**src/rtl/cpu_exc_pkg.sv**
```systemverilog
`default_nettype none
// ============================================================================
//  Module   : cpu_exc_pkg
//  Brief    : Shared CP0 register numbers, exception codes and next-PC selects.
//  Revision : 1.0 - initial release
// ============================================================================
package cpu_exc_pkg;

    localparam logic [4:0] CP0_STATUS = 5'd12;
    localparam logic [4:0] CP0_CAUSE  = 5'd13;
    localparam logic [4:0] CP0_EPC    = 5'd14;

    localparam logic [4:0] EXC_INT    = 5'd0;
    localparam logic [4:0] EXC_SYS    = 5'd8;
    localparam logic [4:0] EXC_UNIMPL = 5'd10;
    localparam logic [4:0] EXC_OVF    = 5'd12;

    typedef enum logic [1:0] {
        SEL_SEQ = 2'b00,
        SEL_EPC = 2'b10,
        SEL_VEC = 2'b11
    } selpc_e;

    localparam logic [31:0] EXC_VECTOR_DEFAULT = 32'h0000_0008;

    // Cause as seen by mfc0: live synchronised irq at bit 8, ExcCode at [6:2].
    function automatic logic [31:0] cause_word(input logic irq_s, input logic [4:0] code);
        return {23'd0, irq_s, 1'b0, code, 2'b00};
    endfunction

endpackage
`default_nettype wire

```
**src/rtl/irq_sync.sv**
```systemverilog
`default_nettype none
// ============================================================================
//  Module   : irq_sync
//  Brief    : Multi-flop synchroniser for the asynchronous irq line.
//  Revision : 1.0 - initial release
// ============================================================================
module irq_sync #(
    parameter int SYNC_STAGES = 2
) (
    input  logic clk,
    input  logic clrn,
    input  logic irq,
    output logic irq_s
);

    logic [SYNC_STAGES-1:0] sync_q;

    always_ff @(posedge clk or negedge clrn) begin
        if (!clrn) begin
            sync_q <= '0;
        end else begin
            sync_q <= {sync_q[SYNC_STAGES-2:0], irq};
        end
    end

    assign irq_s = sync_q[SYNC_STAGES-1];

endmodule
`default_nettype wire

```
**src/rtl/cp0_exc_ctrl.sv**
```systemverilog
`default_nettype none
// ============================================================================
//  Module   : cp0_exc_ctrl
//  Brief    : CP0 Status/Cause/EPC, irq synchronisation and exception priority.
//  Revision : 1.0 - initial release
// ============================================================================
module cp0_exc_ctrl
    import cpu_exc_pkg::*;
#(
    parameter logic [31:0] EXC_VECTOR  = EXC_VECTOR_DEFAULT,
    parameter int          SYNC_STAGES = 2
) (
    input  logic        clk,
    input  logic        clrn,
    input  logic [31:0] pc,
    input  logic        inst_valid,
    input  logic        irq,
    input  logic        exc_sys,
    input  logic        exc_unimpl,
    input  logic        exc_ovf,
    input  logic        is_eret,
    input  logic        cp0_we,
    input  logic [4:0]  cp0_addr,
    input  logic [31:0] cp0_wdata,
    output logic [31:0] cp0_rdata,
    output logic [1:0]  selpc,
    output logic [31:0] epc_out,
    output logic [31:0] vec_out,
    output logic        kill
);

    logic [11:0] status_q, status_d;
    logic [4:0]  code_q,   code_d;
    logic [31:0] epc_q,    epc_d;

    logic        w_irq_s;
    logic        w_ovf, w_unimpl, w_sys, w_int;
    logic        w_exc_take, w_eret_take, w_mtc0;
    logic [4:0]  w_exc_code;
    selpc_e      w_sel;

    irq_sync #(
        .SYNC_STAGES (SYNC_STAGES)
    ) u_irq_sync (
        .clk   (clk),
        .clrn  (clrn),
        .irq   (irq),
        .irq_s (w_irq_s)
    );

    assign w_ovf    = inst_valid & exc_ovf    & status_q[3];
    assign w_unimpl = inst_valid & exc_unimpl & status_q[2];
    assign w_sys    = inst_valid & exc_sys    & status_q[1];
    assign w_int    = inst_valid & w_irq_s    & status_q[0];

    assign w_exc_take  = w_ovf | w_unimpl | w_sys | w_int;
    assign w_eret_take = inst_valid & is_eret & ~w_exc_take;
    assign w_mtc0      = inst_valid & cp0_we  & ~w_exc_take;

    always_comb begin
        if (w_ovf)         w_exc_code = EXC_OVF;
        else if (w_unimpl) w_exc_code = EXC_UNIMPL;
        else if (w_sys)    w_exc_code = EXC_SYS;
        else               w_exc_code = EXC_INT;
    end

    // Status acts as a 3-deep enable stack: entry pushes a zero group, eret pops.
    always_comb begin
        status_d = status_q;
        code_d   = code_q;
        epc_d    = epc_q;
        if (w_exc_take) begin
            epc_d    = pc;
            code_d   = w_exc_code;
            status_d = {status_q[7:0], 4'b0000};
        end else begin
            if (w_eret_take) begin
                status_d = {4'b0000, status_q[11:4]};
            end
            if (w_mtc0) begin
                case (cp0_addr)
                    CP0_STATUS: status_d = cp0_wdata[11:0];
                    CP0_CAUSE:  code_d   = cp0_wdata[6:2];
                    CP0_EPC:    epc_d    = cp0_wdata;
                    default:    ;
                endcase
            end
        end
    end

    always_ff @(posedge clk or negedge clrn) begin
        if (!clrn) begin
            status_q <= '0;
            code_q   <= '0;
            epc_q    <= '0;
        end else begin
            status_q <= status_d;
            code_q   <= code_d;
            epc_q    <= epc_d;
        end
    end

    // The eret path is gated by clrn so the mux stays sequential during reset.
    always_comb begin
        if (!clrn)            w_sel = SEL_SEQ;
        else if (w_exc_take)  w_sel = SEL_VEC;
        else if (w_eret_take) w_sel = SEL_EPC;
        else                  w_sel = SEL_SEQ;
    end

    always_comb begin
        case (cp0_addr)
            CP0_STATUS: cp0_rdata = {20'd0, status_q};
            CP0_CAUSE:  cp0_rdata = cause_word(w_irq_s, code_q);
            CP0_EPC:    cp0_rdata = epc_q;
            default:    cp0_rdata = 32'd0;
        endcase
    end

    assign selpc   = w_sel;
    assign kill    = w_exc_take;
    assign epc_out = epc_q;
    assign vec_out = EXC_VECTOR;

endmodule
`default_nettype wire

```
**config.mk**
```make
export PLATFORM = sky130hd
export DESIGN_NAME = cp0_exc_ctrl
export DESIGN_NICKNAME = d
export VERILOG_FILES = /design/src/rtl/cpu_exc_pkg.sv /design/src/rtl/irq_sync.sv /design/src/rtl/cp0_exc_ctrl.sv
export SDC_FILE = /design/constraint.sdc
export NUM_CORES = 1
export LEC_CHECK = 0
export ABC_AREA = 1
export CAP_MARGIN = 20
export CORE_UTILIZATION = 43
export CTS_BUF_LIST = sky130_fd_sc_hd__clkbuf_8
export CTS_CLUSTER_DIAMETER = 50
export CTS_CLUSTER_SIZE = 40
export DETAILED_ROUTE_END_ITERATION = 6
export PLACE_DENSITY = 0.92
export SYNTH_ARGS = -nofsm -noshare
export SYNTH_HDL_FRONTEND = slang
export SYNTH_SLANG_ARGS = --single-unit
export TNS_END_PERCENT = 20
```
**constraint.sdc**
```tcl
create_clock -name clk -period 5.4 [get_ports clk]
set_input_delay 1.62 -clock clk [delete_from_list [all_inputs] [get_ports clk]]
set_output_delay 1.62 -clock clk [all_outputs]
set_load 0.03 [all_outputs]
```
==> results.toml, run 1 <==
[clocking]
clkSinkCount = 51
clk_latency_ps = 300
clk_transition_reported_paths_ps = 90
tritoncts = "built"
cts_buffers = 5
cts-root-to-sink-buffers = 2
hold_buffers = 0
cts.root.buffer_cell = "clkbuf_8"
htreeDepth = 2
cts-resized-gates = 0
postCtsSetupBuffers = 0

[drt]
dr.first_iter.drc_count = 174
number_of_vias_after_detailed_routing = 3219
route.detailed.drc = 0
antenna_left = 0
wire_per_inst_um = 14.65
routed_wl_um = 9596
drt-pass1-iter-count = 4
route.detailed.vias_per_inst = 4.915

[sta]
setup_viol = 0
final_sum_of_negative_setup_slack_ps = 0
fmax_mhz = 195.1
tightest_slew_ps = 975.5
unrepaired_setup_endpoints_after_global_routing = "false"
finalHoldViolations = 0
final_critical_path_setup_slack_ps = 275.5
final.hold.worst_slack_ps = 355.0
worst_slew_margin_rel = 0.3490
final_max_slew_viol_count = 0
timing.final.crit_share = 0.9490
period_minus_slack_ps = 5125
clock-skew-final_ps = 9.586

[critical_path]
timing.critical_path.arrival_ps = 3500
cp-start-kind = "input pin"
required_ps = 3780
end_kind = "output port"
worstPathMaxFanout = 6
crit_path_class = "input pin to output port"

[yosys]
ys_top_cells_by_area = "dfrtp_1, nand2_1, nand3_1, buf_4, inv_1"
synth_seq_cells = 51
postSynthAreaPerCell_um2 = 7.432
synth_flop_cell = "dfrtp_1"
synth.yosys.seq_area_share = 0.4118
post_synthesis_instance_area_um2 = 3099
async_set_or_reset_flop_fraction_in_the_synthesized_netlist = 1.000
postSynthCellCount = 417
ys.warnings.count = 0
synthDominantCellAreaShare = 0.4118
synth.distinct_cells = 22
number_of_enable_type_register_cells_in_the_synthesized_netlist = 0
synth.largest_area_cell = "dfrtp_1"

[final_layout]
antenna_cells_inserted = 0
mostFrequentLayoutCells = "nand2_1, clkdlybuf4s50_1, nand3_1, dfrtp_1, inv_1"
finish.utilization = 0.6668
final_nets = 636
syn_to_final_growth_pct = 47.80
layout.cells.most_common = "nand2_1"
final_layout_size_suffix_gt1_frac = 0.1252

[grt]
grt_start_max_net_pins = 52
initial_antenna_violation_count = 0
grt_use_total = 0.2587
gr-total-overflow = 0
first_global_vias = 3104
grt_pass1_wl_um = 15020

[floorplanning]
top_level_ports = 177
die-area_um2 = 7551
initial_core_util = 0.4512
die_h_um = 86.90
floorplan.die.width_um = 86.90
fp.coreArea_um2 = 6869
rows = 30

[power]
power_density_nw_per_um2 = 480.5
switchingPower_mw = 1.004
share_clk_of_total_power = 0.127
comb_power_share = 0.571
p_sw_frac = 0.4563
cellInternalPower_mw = 1.197
vdd.ir_drop.worst_mv = 0.2127
share_seq_of_total_power = 0.302
static-leakage-power_nw = 2.191

[worst_hold_path]
hold_path_class = "flop to flop"

[placed_design]
place.port_buffers = 144
last_weighted_congestion_value_of_the_routability_driven_placer = 0.9805
hpwlAfterDp_um = 7373
worst_slack_at_placement_ps = 291.4

[status]
result_of_the_run = "finished, final reports clean"

[flow_run]
max_cap_violations = 0
-- metal layers --
layer / up-vias / part of all wire / GRT usage
met5: - / 0 / 0
met4: 0 / 0.028 / 0.08788
met3: 26 / 0.080 / 0.06540
met2: 152 / 0.50 / 0.4574
met1: 1476 / 0.40 / 0.3049
li1: 1565 / - / -
-- cell usage after synthesis (4+ instances only) --
master / count
o21ai_0: 7
buf_4: 37
buf_2: 9
nand3_1: 63
o21ai_1: 14
o211ai_2: 10
inv_1: 46
nand4_1: 4
nor2_1: 29
dfrtp_1: 51
nand2_1: 113
o211ai_1: 17
-- kinds of logic (layout without fill, tap and decap cells) --
| logic type | count (synthesis) | in the layout | share of synthesized area |
|---|---|---|---|
| simple gates | 212 | 212 | 0.2895 |
| compound gates | 52 | 52 | 0.1268 |
| buf+inv | 100 | 212 | 0.1696 |
| flops | 51 | 51 | 0.4118 |
| other cells | 2 | 32 | 0.002423 |
-- flip-flops by register name, indices dropped and copies added (netlist names) --
signal and cells:
code_q 5, epc_out 32, status_q 12, u_irq_sync.sync_q 2
-- area by class of cell --
type                       count  area, um^2
sequential                    51        1276
multi-input combinational    296        1424
tap                           96       120.1
fill                         565        2288
clock inverter                 2       35.03
clock buffer                   6       82.58
inverter                      49       183.9
timing repair buffer         155        1459
-- critical path, cell delays in order --
cell and delay, ps:
clkdlybuf4s50_1 580, nand3_1 230, inv_2 130, nor2_4 60, inv_2 70, nor2_1 50, nor2_1 80, clkdlybuf4s50_1 680
-- power by group through the flow --
stage	clock, mW	sequential [mW]	combinational, mW
floorplan	0	0.887	0.562
global placement	0	0.662	1.20
detailed placement	0	0.669	1.26
CTS	0.285	0.662	1.26
global route	0.298	0.683	1.36
finish	0.279	0.664	1.26
-- path summary, 6_finish.rpt --
path                       cells after the start              endpoint  slack [ps]            startpoint
max                                            8              selpc[1]         280            inst_valid
min                                            0  u_irq_sync.sync_q[1]         360  u_irq_sync.sync_q[0]
max reg2reg                                    7           epc_out[13]        3370           status_q[3]
min reg2reg                                    0  u_irq_sync.sync_q[1]         360  u_irq_sync.sync_q[0]
max in group asynchronous                      2            epc_out[5]        3460                  clrn
min in group asynchronous                      2             code_q[3]        1480                  clrn
-- metrics by stage --
step                power (mW)  cell area (um^2)  cells
floorplan                1.449              3212    447
global placement         1.864              4436    646
detailed placement       1.927              4463    647
CTS                      2.208              4581    655
global route             2.341              4581    655
finish                   2.201              4581    655
Note: power is estimated with default switching activity, not from simulation.
==> inputs of run 2 (changes only) <==
--- a/config.mk
+++ b/config.mk
@@ -5,7 +5,6 @@
 export SDC_FILE = /design/constraint.sdc
 export NUM_CORES = 1
 export LEC_CHECK = 0
-export ABC_AREA = 1
 export CAP_MARGIN = 20
 export CORE_UTILIZATION = 43
 export CTS_BUF_LIST = sky130_fd_sc_hd__clkbuf_8
==> run 2 against run 1 <==
Clock-buffer cell count did not move. Global-route usage down 3.3 points. Clock skew increased by 1.2 ps. Largest power group unchanged. Register-to-register slack lost 150 ps. Combinational power is 24% lower. Critical endpoint unchanged. Maximum frequency increased by 0.87%. Synthesized cell count down 23%. Clock power is 19% lower. Via count shrank 13%. Final area decreased by 2.7%.
==> results.toml, run 2 <==
[grt]
gr-total-overflow = 0
grt_start_max_net_pins = 74
first_global_vias = 2713
grt_pass1_wl_um = 13200
initial_antenna_violation_count = 0
grt_use_total = 0.2254

[final_layout]
mostFrequentLayoutCells = "clkdlybuf4s50_1, dfrtp_1, mux2i_1, buf_4, nand2_1"
final_nets = 532
finish.utilization = 0.6490
largest_reg_flops = 32
layout.cells.most_common = "clkdlybuf4s50_1"
filler_cell_count = 577
antenna_cells_inserted = 0
syn_to_final_growth_pct = 44.78
final_layout_size_suffix_gt1_frac = 0.1388
final_instance_area_um2 = 4458

[critical_path]
required_ps = 3780
cp-start-kind = "input pin"
worstPathMaxFanout = 10
crit_path_class = "input pin to output port"
timing.critical_path.arrival_ps = 3460
end_kind = "output port"
setup.reg_to_reg.worst_slack_ps = 3220

[sta]
final_critical_path_setup_slack_ps = 319.8
tightest_slew_ps = 682.6
period_minus_slack_ps = 5080
finalHoldViolations = 0
fmax_mhz = 196.8
final_max_slew_viol_count = 0
final_sum_of_negative_setup_slack_ps = 0
worst_slew_margin_rel = 0.5450
unrepaired_setup_endpoints_after_global_routing = "false"
timing.final.crit_share = 0.9408
setup_viol = 0
clock-skew-final_ps = 10.80

[placed_design]
last_weighted_congestion_value_of_the_routability_driven_placer = 0.8159
worst_slack_at_placement_ps = 347.1
hpwlAfterDp_um = 6250
instance_area_after_placement_um2 = 4370
place.port_buffers = 144

[floorplanning]
die-area_um2 = 7503
floorplan.die.width_um = 86.62
fp.coreArea_um2 = 6869
initial_core_util = 0.4483
die_h_um = 86.62
top_level_ports = 177
rows = 30

[power]
static-leakage-power_nw = 1.955
power_density_nw_per_um2 = 419.0
vdd.ir_drop.worst_mv = 0.2321
finalPower_mw = 1.868

[flow_run]
max_cap_violations = 0

[clocking]
clkSinkCount = 51
postCtsSetupBuffers = 0
clk_transition_reported_paths_ps = 90
cts-root-to-sink-buffers = 2
htreeDepth = 2
clk_latency_ps = 300
cts_buffers = 5
cts-resized-gates = 0
cts.root.buffer_cell = "clkbuf_8"
hold_buffers = 0
tritoncts = "built"

[status]
result_of_the_run = "finished, final reports clean"

[yosys]
ys_top_cells_by_area = "dfrtp_1, mux2i_1, buf_4, nand2_1, and2_1"
post_synthesis_instance_area_um2 = 3079
synth.largest_area_cell = "dfrtp_1"
synth_flop_cell = "dfrtp_1"
synth.distinct_cells = 36
synth_seq_cells = 51
library_cell_with_the_highest_instance_count_after_synthesis = "dfrtp_1"
synthDominantCellAreaShare = 0.4145
postSynthCellCount = 320
synth_commonest_cells = "dfrtp_1, mux2i_1, nand2_1, buf_4"
synth.yosys.seq_area_share = 0.4145
ys.warnings.count = 0
number_of_enable_type_register_cells_in_the_synthesized_netlist = 0
async_set_or_reset_flop_fraction_in_the_synthesized_netlist = 1.000
postSynthAreaPerCell_um2 = 9.623

[drt]
routed_wl_um = 8416
wire_per_inst_um = 15.30
route.detailed.vias_per_inst = 5.105
drt-pass1-iter-count = 5
antenna_left = 0
dr.first_iter.drc_count = 186
number_of_vias_after_detailed_routing = 2808
route.detailed.drc = 0

[worst_hold_path]
hold_path_class = "flop to flop"
## run 2: changes by cell type in the layout (fill, tap and decap cells not counted), moves of 6 or more
cell	change
inv_1	-38
and2_1	+21
a22o_1	+8
nand3_1	-53
nand2_1	-75
mux2i_1	+42
o211ai_2	-10
o21ai_0	+14
a222oi_1	+6
o211ai_1	-17
nor2_1	-17
## run 2: layout make-up
cell class | count | area, um^2 | share of cell area
inverters | 9 | 33.78 | 0.007578
well taps | 96 | 120.1 | 0.02694
flip-flops and latches | 51 | 1276 | 0.2863
clock inverters | 1 | 5.005 | 0.001123
clock buffers | 6 | 82.58 | 0.01852
repair buffers | 151 | 1416 | 0.3177
multi-input cells | 236 | 1524 | 0.3418
## run 2: power by group
part,total [mW],switching [mW],internal [mW]
clock network,0.225,0.124,0.101
registers,0.682,0.135,0.547
logic,0.961,0.554,0.407
## run 2: worst paths after layout
check                           cells past startpoint                   end                 start
max in group asynchronous                           2           epc_out[22]                  clrn
min in group asynchronous                           2             code_q[0]                  clrn
worst min register to register                      0  u_irq_sync.sync_q[1]  u_irq_sync.sync_q[0]
worst min-delay path                                0  u_irq_sync.sync_q[1]  u_irq_sync.sync_q[0]
worst max-delay path                                5              selpc[1]            exc_unimpl
worst max register to register                      5             code_q[2]           status_q[2]
## run 2: logic make-up (layout without fill, tap and decap cells)
group | count (synthesis) | in the layout | synth area share
AOI/OAI and AO/OA | 67 | 67 | 0.1503
buffers and inverters | 63 | 167 | 0.1308
DFF | 51 | 51 | 0.4145
muxes | 46 | 46 | 0.1512
other | 2 | 32 | 0.002439
and+or+nand+nor | 91 | 91 | 0.1508
## run 2: per-layer routing
metal	global-route usage	vias up	wire [um]
li1	-	1319	-
met1	0.2861	1335	3398
met2	0.3874	137	4310
met3	0.04571	17	542
met4	0.06818	0	165
met5	0	-	0
## run 2: metrics by stage
stage / instances / hold slack (ps)
floorplan: 350 / 331.2
CTS: 550 / 355.8
finish: 550 / 354.3
global route: 550 / 364.2
detailed placement: 543 / 334.7
global placement: 543 / 334.7
## run 2: worst max-delay path, cell delays in order
cell and delay, ps:
clkdlybuf4s50_1 450, a22o_1 310, o21ai_4 320, a21boi_0 140, clkdlybuf4s50_1 610
==> inputs of run 3 (changes only) <==
--- a/config.mk
+++ b/config.mk
@@ -11,7 +11,9 @@
 export CTS_CLUSTER_DIAMETER = 50
 export CTS_CLUSTER_SIZE = 40
 export DETAILED_ROUTE_END_ITERATION = 6
+export GPL_ROUTABILITY_DRIVEN = 0
 export PLACE_DENSITY = 0.92
+export SLEW_MARGIN = 40
 export SYNTH_ARGS = -nofsm -noshare
 export SYNTH_HDL_FRONTEND = slang
 export SYNTH_SLANG_ARGS = --single-unit
==> results of run 3 <==
The final DEF is identical to that of run 2; final timing and power are the same.
